`src/rtl/universal_shift_reg_burst.sv`:
```
// ---------------------------------------------------------------------------
// universal_shift_reg_burst
//
// WIDTH-bit universal shift register with an autonomous burst shifter.
// In IDLE a 3-bit mode selects one single-cycle operation: hold, shift
// right/left, load, rotate right/left, arithmetic shift right or clear.
// A start pulse in IDLE launches a burst of `len` shifts in direction `dir`.
// busy is high during the burst, and done pulses once when the burst completes.
//
// Ports
//   clk    : rising-edge clock
//   rst_n  : asynchronous active-low reset
//   en     : clock enable; low freezes register, FSM, counter and done
//   mode   : single-cycle operation select (IDLE only)
//   Dr, Dl : serial inputs for right (enters MSB) / left (enters LSB) shifts
//   d      : parallel load data
//   start  : burst request (IDLE only); dir/len captured with it
//   dir    : burst direction, 0 = right, 1 = left
//   len    : burst shift count (0 gives an immediate done, no shift)
//   q      : register contents; q_bar its inverse
//   sout_r : q[0]; sout_l : q[WIDTH-1]
//   busy   : high while bursting; done : one-cycle completion pulse
// ---------------------------------------------------------------------------
module universal_shift_reg_burst #(
    parameter int WIDTH = 8,
    parameter int LEN_W = 4
) (
    input  logic             clk,
    input  logic             rst_n,
    input  logic             en,
    input  logic [2:0]       mode,
    input  logic             Dr,
    input  logic             Dl,
    input  logic [WIDTH-1:0] d,
    input  logic             start,
    input  logic             dir,
    input  logic [LEN_W-1:0] len,
    output logic [WIDTH-1:0] q,
    output logic [WIDTH-1:0] q_bar,
    output logic             sout_r,
    output logic             sout_l,
    output logic             busy,
    output logic             done
);

    typedef enum logic [0:0] {
        IDLE  = 1'b0,
        BURST = 1'b1
    } state_t;

    state_t             state_reg, state_next;
    logic [WIDTH-1:0]   q_reg, q_next;
    logic [LEN_W-1:0]   cnt_reg, cnt_next;
    logic               dir_reg, dir_next;
    logic               done_reg, done_next;

    // Next-state and datapath logic
    always_comb begin
        state_next = state_reg;
        q_next     = q_reg;
        cnt_next   = cnt_reg;
        dir_next   = dir_reg;
        done_next  = 1'b0;

        case (state_reg)
            IDLE: begin
                if (start) begin
                    // start takes priority over mode; no mode operation here
                    if (len != '0) begin
                        state_next = BURST;
                        cnt_next   = len;
                        dir_next   = dir;
                    end else begin
                        done_next = 1'b1;
                    end
                end else begin
                    case (mode)
                        3'b000: q_next = q_reg;
                        3'b001: q_next = {Dr, q_reg[WIDTH-1:1]};
                        3'b010: q_next = {q_reg[WIDTH-2:0], Dl};
                        3'b011: q_next = d;
                        3'b100: q_next = {q_reg[0], q_reg[WIDTH-1:1]};
                        3'b101: q_next = {q_reg[WIDTH-2:0], q_reg[WIDTH-1]};
                        3'b110: q_next = {q_reg[WIDTH-1], q_reg[WIDTH-1:1]};
                        default: q_next = '0;
                    endcase
                end
            end
            BURST: begin
                // Shift using the live serial input for the captured direction
                if (dir_reg)
                    q_next = {q_reg[WIDTH-2:0], Dl};
                else
                    q_next = {Dr, q_reg[WIDTH-1:1]};
                cnt_next = cnt_reg - LEN_W'(1);
                if (cnt_reg == LEN_W'(1)) begin
                    state_next = IDLE;
                    done_next  = 1'b1;
                end
            end
            default: state_next = IDLE;
        endcase
    end

    // State register; with en low everything, including done, holds
    always_ff @(posedge clk or negedge rst_n) begin
        if (!rst_n) begin
            state_reg <= IDLE;
            q_reg     <= '0;
            cnt_reg   <= '0;
            dir_reg   <= 1'b0;
            done_reg  <= 1'b0;
        end else if (en) begin
            state_reg <= state_next;
            q_reg     <= q_next;
            cnt_reg   <= cnt_next;
            dir_reg   <= dir_next;
            done_reg  <= done_next;
        end
    end

    generate
        for (genvar gi = 0; gi < WIDTH; gi++) begin : g_qbar
            assign q_bar[gi] = ~q_reg[gi];
        end
    endgenerate

    assign q      = q_reg;
    assign sout_r = q_reg[0];
    assign sout_l = q_reg[WIDTH-1];
    assign busy   = (state_reg == BURST);
    assign done   = done_reg;

endmodule

```
`config.mk`:
```
export PLATFORM = sky130hd
export DESIGN_NAME = universal_shift_reg_burst
export DESIGN_NICKNAME = d
export VERILOG_FILES = /design/src/rtl/universal_shift_reg_burst.sv
export SDC_FILE = /design/constraint.sdc
export NUM_CORES = 1
export LEC_CHECK = 0
export BUFFER_PORTS_ARGS = -buffer_cell sky130_fd_sc_hd__buf_2
export CAP_MARGIN = 10
export CORE_UTILIZATION = 45
export CTS_CLUSTER_DIAMETER = 80
export CTS_CLUSTER_SIZE = 8
export DETAILED_ROUTE_END_ITERATION = 8
export PLACE_DENSITY = 0.73
export RECOVER_POWER = 100
export SLEW_MARGIN = 10
export SYNTH_ARGS = -nofsm -noshare
export SYNTH_HDL_FRONTEND = slang
export SYNTH_SLANG_ARGS = --single-unit
```
`constraint.sdc`:
```
create_clock -name clk -period 1.12 [get_ports clk]
set_input_delay 0.224 -clock clk [delete_from_list [all_inputs] [get_ports clk]]
set_output_delay 0.224 -clock clk [all_outputs]
set_load 0.01 [all_outputs]
```
Word level (Yosys, flattened, before mapping):

Cells that the tools add are included.

* add/sub/neg operators: 1
* equal/unequal tests: 12
* reductions and logical operators: 6
* multiplexer cells: 15
* bitwise gates (word level): 9

Operators by type and width (count)
* 8-bit one-hot mux with 7 select lines: 1
* 8-bit 2-to-1 mux: 2
* 8-bit one-hot mux with 2 select lines: 1
* 2-bit inequality test, second input constant: 5
* 3-bit equality test, second input constant: 3
* 1-bit NOT: 9
* 4-bit 2-to-1 mux: 2
* 4-bit one-hot mux with 2 select lines: 1
* 4-bit AND reduction: 2
* 3-bit by 2-bit equality test with 1-bit output, second input constant: 2
* 1-bit 2-to-1 mux: 6
* 3-bit AND reduction: 2
* 4-bit by 1-bit equality test with 1-bit output, second input constant: 1
* 1-bit one-hot mux with 2 select lines: 2
* 4-bit nonzero test: 1
* 4-bit by 1-bit subtractor with 4-bit output, second input constant: 1
* 3-bit by 1-bit equality test with 1-bit output, second input constant: 1
* 3-bit logical NOT: 1

* word-level logic and storage cells: 49
* output and inout bits: 20
* register bits after elaboration: 15

Longest topological paths before layout:

Gate-level depths: netlist (run 1).

* depth after elaboration: 4
* mapped depth: 6

Least setup slack after synthesis (run 1):

OpenSTA, ideal clock, no wires.

* path kind: reg-to-reg
* from: reg q_reg[1], in the netlist q[1]
* to: reg q_reg[2], in the netlist q[2]
* data arrival time: 1.244 ns
* period minus slack after synthesis: 1.326 ns
* setup time: 0.082 ns
* cell stages (with the launch flop): 6
* setup slack: -0.206 ns
* cell sequence: dfrtp_1 > clkbuf_1 > mux2i_1 > a2bb2oi_1 > a211o_1 > a31oi_1

* cells in the longest elaborated chain, start to end: 3
* elaborated cells on any way between the ends: 4

Ends and longest elaborated chain
* start, declared: line 52 `logic [WIDTH-1:0] q_reg, q_next;`
* start signal, assigned: line 115 `q_reg <= q_next;`
* 8-bit one-hot mux with 7 select lines: line 77 `case (mode)`
* 8-bit 2-to-1 mux: line 67 `if (start) begin`
* 8-bit one-hot mux with 2 select lines (*): line 65 `case (state_reg)`

Mark *: on every way between the ends. The rest lies on a longest branch, timed or not. The select of a mux whose other input is x is not followed.
A chain may end at the register's enable or synchronous reset.

Worst setup path after layout (run 1):

* from: reg dir_reg
* to: reg q_reg[7], in the netlist q[7]

* cells in the longest elaborated chain, start to end: 2

Ends and longest elaborated chain
* start, declared: line 54 `logic dir_reg, dir_next;`
* start signal, assigned: line 117 `dir_reg <= dir_next;`
* 8-bit 2-to-1 mux: line 91 `if (dir_reg)`
* 8-bit one-hot mux with 2 select lines: line 65

No other way between the ends.

==> results.yml, run 1 <==
power:
  internal-power_mw: 3.32
  p_seq_share_pct: 21.8
  p_sw_mw: 2.50
  cellPowerDensity_nw_per_um2: 2560
  combPwrFrac_pct: 72.3
  power.leakage_nw: 1.07
  ir_drop_mv: 2.25
  switching_share_pct: 42.9
  power.total_mw: 5.82
  pwr-share-clk_pct: 5.9
global_route:
  grt_pass1_wl_mm: 7.61
  grt_usage_pct: 31.3
  grt_pass1_vias: 1694
  grt_max_degree: 19
  grt_overflow: 0
  antenna_found_initial: 0
route:
  ant_nets: 0
  first_iter_violations: 169
  dr.pass1.iters: 6
  viasPerCell: 6.40
  wl_mm: 5.59
  drc: 0
  num_vias: 1767
  avgRoutedWirePerCell_um: 20.2
sta:
  finClkSkew_ps: 1.14
  fmax_mhz: 736
  finalHoldViolCount: 0
  fin_crit_sh_pct: 121
  timing.final.ws_setup_ps: -239
  slew_headroom_pct: 70.7
  finalMaxSlewViolations: 0
  grt_setup_unrepaired: "true"
  min_period_ps: 1360
  setup_viol: 32
  worst_pin_slew_ps: 440
clocking:
  clock_sinks: 15
  htreeDepth: 1
  worstSkewPairLatency_ps: 300
  clockBufferDepth: 2
  cts_made_buffers: 3
  clkSlewWorstSetupHoldPaths_ps: 100
  cts_tree: "yes"
  cts_root_buf: "clkbuf_4"
logic_synthesis:
  ys_ff_latch: 15
  synth_warnings: 0
  synth_cell_types: 34
  netlist_area_sq_um: 1280
  yosys_most_used_dff: "dfrtp_1"
  syn-num-nets: 184
  synth_top_area_share_pct: 29.3
  synth.area.top_cells: "dfrtp_1 29%, mux2i_1 7.0%, a2bb2oi_1 5.5%, o21ai_0 5.1%, nand2_1 5.0%"
  synth-seq-area-share_pct: 29.3
  post_synth.cell_area_avg_sq_um: 8.00
  yosysMostFrequentCell: "nand2_1"
  ys_top_cells_by_count: "17 x nand2_1, 15 x dfrtp_1, 13 x o21ai_0"
  yosysTopAreaCell: "dfrtp_1"
  synth-edff-count: 0
  synth_cells: 160
  async_flop_share_pct: 100
hold_path:
  hold_class: "input port to register"
finish:
  final_util_pct: 87.6
  register_area_sq_um: 389
  largest_reg_flops: 8
  fillers: 121
  diodes: 0
  fin_nets: 271
  drive_gt1_share_pct: 58.5
  area_delta_synth_final_pct: 77.2
  multi_input_area_sq_um: 922
status:
  violations: "negative setup slack"
  outcome: "finished, violations left"
worst_setup_path:
  crit_slowest_cell: "dfrtp_2"
  crit_chain: "buf_4, mux2i_1, nor2_1, nor3_1, a21boi_1"
  criticalPathCategory: "register to register"
  path_buf_inv: 1
  end_kind: "register"
  cp.arrival_ps: 1550
  cp_data_required_time_ps: 1310
  rrSetupSlack_ps: -240
  cp_max_fo: 7
  crit_family: "flip-flops"
  critPathLaunchType: "register"
  max_stage_delay_ps: 460
floorplan:
  fp-row-count: 18
  dieArea_sq_um: 3060
  core_sq_um: 2590
  initial_core_util_pct: 49.4
  ioPinCount: 42
  die_h_um: 55.3
  die_x_um: 55.3
place:
  portBuffers: 41
  gp_congestion: 0.824
  place_hpwl_mm: 2.92
flow_run:
  maxCapViolations: 0
==> logic make-up (layout without fill, tap and decap cells) <==
| family | after synthesis | count (layout) | synth area share [%] |
|---|---|---|---|
| buf+inv | 28 | 114 | 10.2 |
| simple gates | 47 | 47 | 17.7 |
| fa+ha+maj | 2 | 2 | 1.95 |
| mux | 12 | 12 | 9.68 |
| compound gates | 56 | 56 | 31.2 |
| flops | 15 | 15 | 29.3 |
==> placed cells by master (no fill, tap or decap), types with 3 or more instances in the layout <==
cell type	netlist	routed
mux2i_1	9	9
a2bb2oi_1	8	8
inv_4	0	4
clkbuf_4	0	3
a21oi_1	5	3
o21ai_1	0	6
dfrtp_2	0	11
dfrtp_1	15	4
a221oi_1	6	5
inv_2	0	5
mux2_4	0	3
buf_6	1	29
a211o_1	6	6
o21ai_0	13	7
o22ai_1	4	3
buf_2	2	20
a31oi_1	6	6
nand2_1	17	17
buf_4	4	43
nor2_1	11	9
nand3_2	0	3
==> stage by stage <==
step	hold WS, ps	cells	TNS [ps]	area, sq um	worst slack [ps]
floorplan	-71.6	160	-836	1330	-120
global placement	153	246	-3460	1700	-406
detailed placement	158	246	-3930	1700	-458
CTS	158	267	-2670	2110	-148
global route	143	276	-4830	2270	-315
finish	146	276	-3710	2270	-239
==> layer usage <==
metal | part of all wire (%) | GRT usage [%]
met4 | 5.3 | 13.9
met5 | 0 | 0
met1 | 37 | 36.2
met3 | 6.1 | 7.49
met2 | 51 | 54.4
==> path summary, 6_finish.rpt <==
check / to / depth (start not counted) / startpoint
worst max-delay path: q[7] / 5 / dir_reg
worst min-delay path: dir_reg / 2 / dir
worst max register to register: q[7] / 5 / dir_reg
worst min register to register: done / 2 / done
max in group asynchronous: q[0] / 2 / rst_n
min in group asynchronous: cnt_reg[1] / 2 / rst_n
==> power by group through the flow <==
| stage | sequential, mW | clock [mW] | combinational [mW] |
|---|---|---|---|
| finish | 1.27 | 0.343 | 4.21 |
| global route | 1.30 | 0.366 | 4.47 |
| CTS | 1.22 | 0.331 | 3.46 |
| detailed placement | 1.17 | 0 | 2.40 |
| global placement | 1.15 | 0 | 2.34 |
| floorplan | 1.20 | 0 | 1.36 |
==> timing repair <==
action,in CTS,in global routing
hold buffers,1,0
resized for setup,54,27
hold endpoints to repair,15,0
gates cloned,1,0
setup buffers,15,9
endpoints found under the setup margin,32,34
pin swaps,7,10
==> final cells by class <==
cell class	count	area share (%)
clock inverter	1	0.221
timing repair buffer	98	36.7
clock buffer	3	0.993
tap	30	1.65
inverter	12	2.65
sequential	15	17.2
multi-input combinational	117	40.7
Note: power is estimated with default switching activity, not from simulation.
==> inputs of run 2 (changes only) <==
--- a/config.mk
+++ b/config.mk
@@ -12,4 +12,5 @@
 export CTS_CLUSTER_SIZE = 8
 export DETAILED_ROUTE_END_ITERATION = 8
+export GPL_ROUTABILITY_DRIVEN = 0
 export PLACE_DENSITY = 0.73
 export RECOVER_POWER = 100
==> constraint.sdc (replaced) <==
create_clock -name clk -period 1.12 [get_ports clk]
set_input_delay 0 -clock clk [delete_from_list [all_inputs] [get_ports clk]]
set_output_delay 0 -clock clk [all_outputs]
set_load 0.01 [all_outputs]
==> results.yml, run 2 (synthesis results as in run 1) <==
sta:
  hold_ws_ps: -5.65
  slew_headroom_pct: 38.7
  finalHoldViolCount: 1
  fmax_mhz: 724
  worst_pin_slew_ps: 920
  grt_setup_unrepaired: "true"
  finClkSkew_ps: 5.32
  min_period_ps: 1380
  fin_setup_tns_ps: -1700
  fin_crit_sh_pct: 123
  timing.final.ws_setup_ps: -262
  setup_viol: 15
  finalMaxSlewViolations: 0
global_route:
  grt_max_degree: 16
  grt_overflow: 0
  grt_pass1_wl_mm: 7.16
  antenna_found_initial: 0
  grt_usage_pct: 29.4
  grt_pass1_vias: 1566
finish:
  final_cell_mix: "33 x buf_4, 31 x buf_2, 17 x nand2_1"
  fin_area_sq_um: 1960
  largest_reg_flops: 8
  drive_gt1_share_pct: 48.7
  fin_nets: 257
  area_delta_synth_final_pct: 52.9
  layout_commonest_cell: "buf_4"
  diodes: 0
  final_util_pct: 75.6
power:
  internal-power_mw: 2.52
  cellPowerDensity_nw_per_um2: 2370
  ir_drop_mv: 2.17
  switching_share_pct: 45.5
  p_sw_mw: 2.11
  pwr-share-clk_pct: 7.6
  power.leakage_nw: 0.927
  p_seq_share_pct: 26.2
  combPwrFrac_pct: 66.2
place:
  place_area_sq_um: 1750
  place_hpwl_mm: 2.97
  place_ws_ps: -159
  portBuffers: 41
floorplan:
  core_sq_um: 2590
  die_h_um: 55.3
  dieArea_sq_um: 3060
  fp-row-count: 18
  die_x_um: 55.3
  initial_core_util_pct: 49.4
  ioPinCount: 42
status:
  violations: "negative hold slack, negative setup slack"
  outcome: "finished, violations left"
worst_setup_path:
  crit_slowest_cell: "dfrtp_1"
  crit_chain: "inv_2, buf_6, ha_4, nand3b_1, o21ai_1, o21ai_1, o21ai_1"
  end_kind: "register"
  cp_data_required_time_ps: 1310
  criticalPathCategory: "register to register"
  critPathLaunchType: "register"
  cp_max_fo: 3
  cp.arrival_ps: 1570
  crit_top_cell: "o21ai_1"
  max_stage_delay_ps: 420
clocking:
  cts_tree: "yes"
  htreeDepth: 1
  worstSkewPairLatency_ps: 310
  clkSlewWorstSetupHoldPaths_ps: 100
  cts_made_buffers: 3
  clock_sinks: 15
  clockBufferDepth: 2
  cts_root_buf: "clkbuf_4"
route:
  first_iter_violations: 44
  wl_mm: 4.50
  viasPerCell: 6.14
  drc: 0
  avgRoutedWirePerCell_um: 17.2
  dr.pass1.iters: 4
  ant_nets: 0
  num_vias: 1609
hold_path:
  hold_class: "input port to register"
flow_run:
  maxCapViolations: 0
## run 2: layer usage
metal | up-vias | track usage [%] | routed length [um]
met3 | 18 | 2.81 | 290
met5 | - | 0 | 0
met2 | 80 | 47.8 | 2090
li1 | 737 | - | -
met1 | 774 | 38.6 | 1920
met4 | 0 | 15.0 | 196
## run 2: power groups by stage
stage          clock network (mW)  logic [mW]  registers [mW]
3_3_place_gp                    0        2.44            1.14
4_1_cts                     0.356        2.91            1.18
5_1_grt                     0.370        3.32            1.25
6_report                    0.351        3.06            1.21
3_5_place_dp                    0        2.53            1.16
2_1_floorplan                   0        1.38            1.20
## run 2: area by class of cell
| cell class | instances | area [sq um] |
|---|---|---|
| fill | 191 | 633 |
| tap | 30 | 37.5 |
| sequential | 15 | 384 |
| inverter | 12 | 47.5 |
| clock buffer | 4 | 26.3 |
| timing repair buffer | 84 | 563 |
| multi-input combinational | 117 | 898 |
## run 2: stage by stage
step                total power, mW  cells
detailed placement             3.69    251
CTS                            4.44    261
global placement               3.58    251
global route                   4.93    262
floorplan                      2.58    160
finish                         4.63    262
## run 2: timing repair
item	CTS	global route
endpoints found under the hold margin	17	0
endpoints found under the setup margin	14	22
gates cloned	0	0
hold buffers	2	0
pin swaps	10	7
gates resized for setup	28	16
buffers inserted	4	3
## run 2: final timing paths
kind,slack (ps),startpoint,cells after the start,end
worst max-delay path,-260,cnt_reg[1],7,cnt_reg[2]
worst min-delay path,-6,en,2,q[0]
worst max register to register,-260,cnt_reg[1],7,cnt_reg[2]
worst min register to register,600,done,2,done
max in group asynchronous,160,rst_n,2,q[2]
min in group asynchronous,330,rst_n,2,cnt_reg[1]
## run 2: worst max-delay path, delay by kind of cell (launching register included)
family                   cells  cell delay [ps]
adder cells (fa/ha/maj)      1              150
buffers and inverters        2              190
AO/OA/AOI/OAI                3              430
flip-flops                   1              420
AND/OR/NAND/NOR              1               70
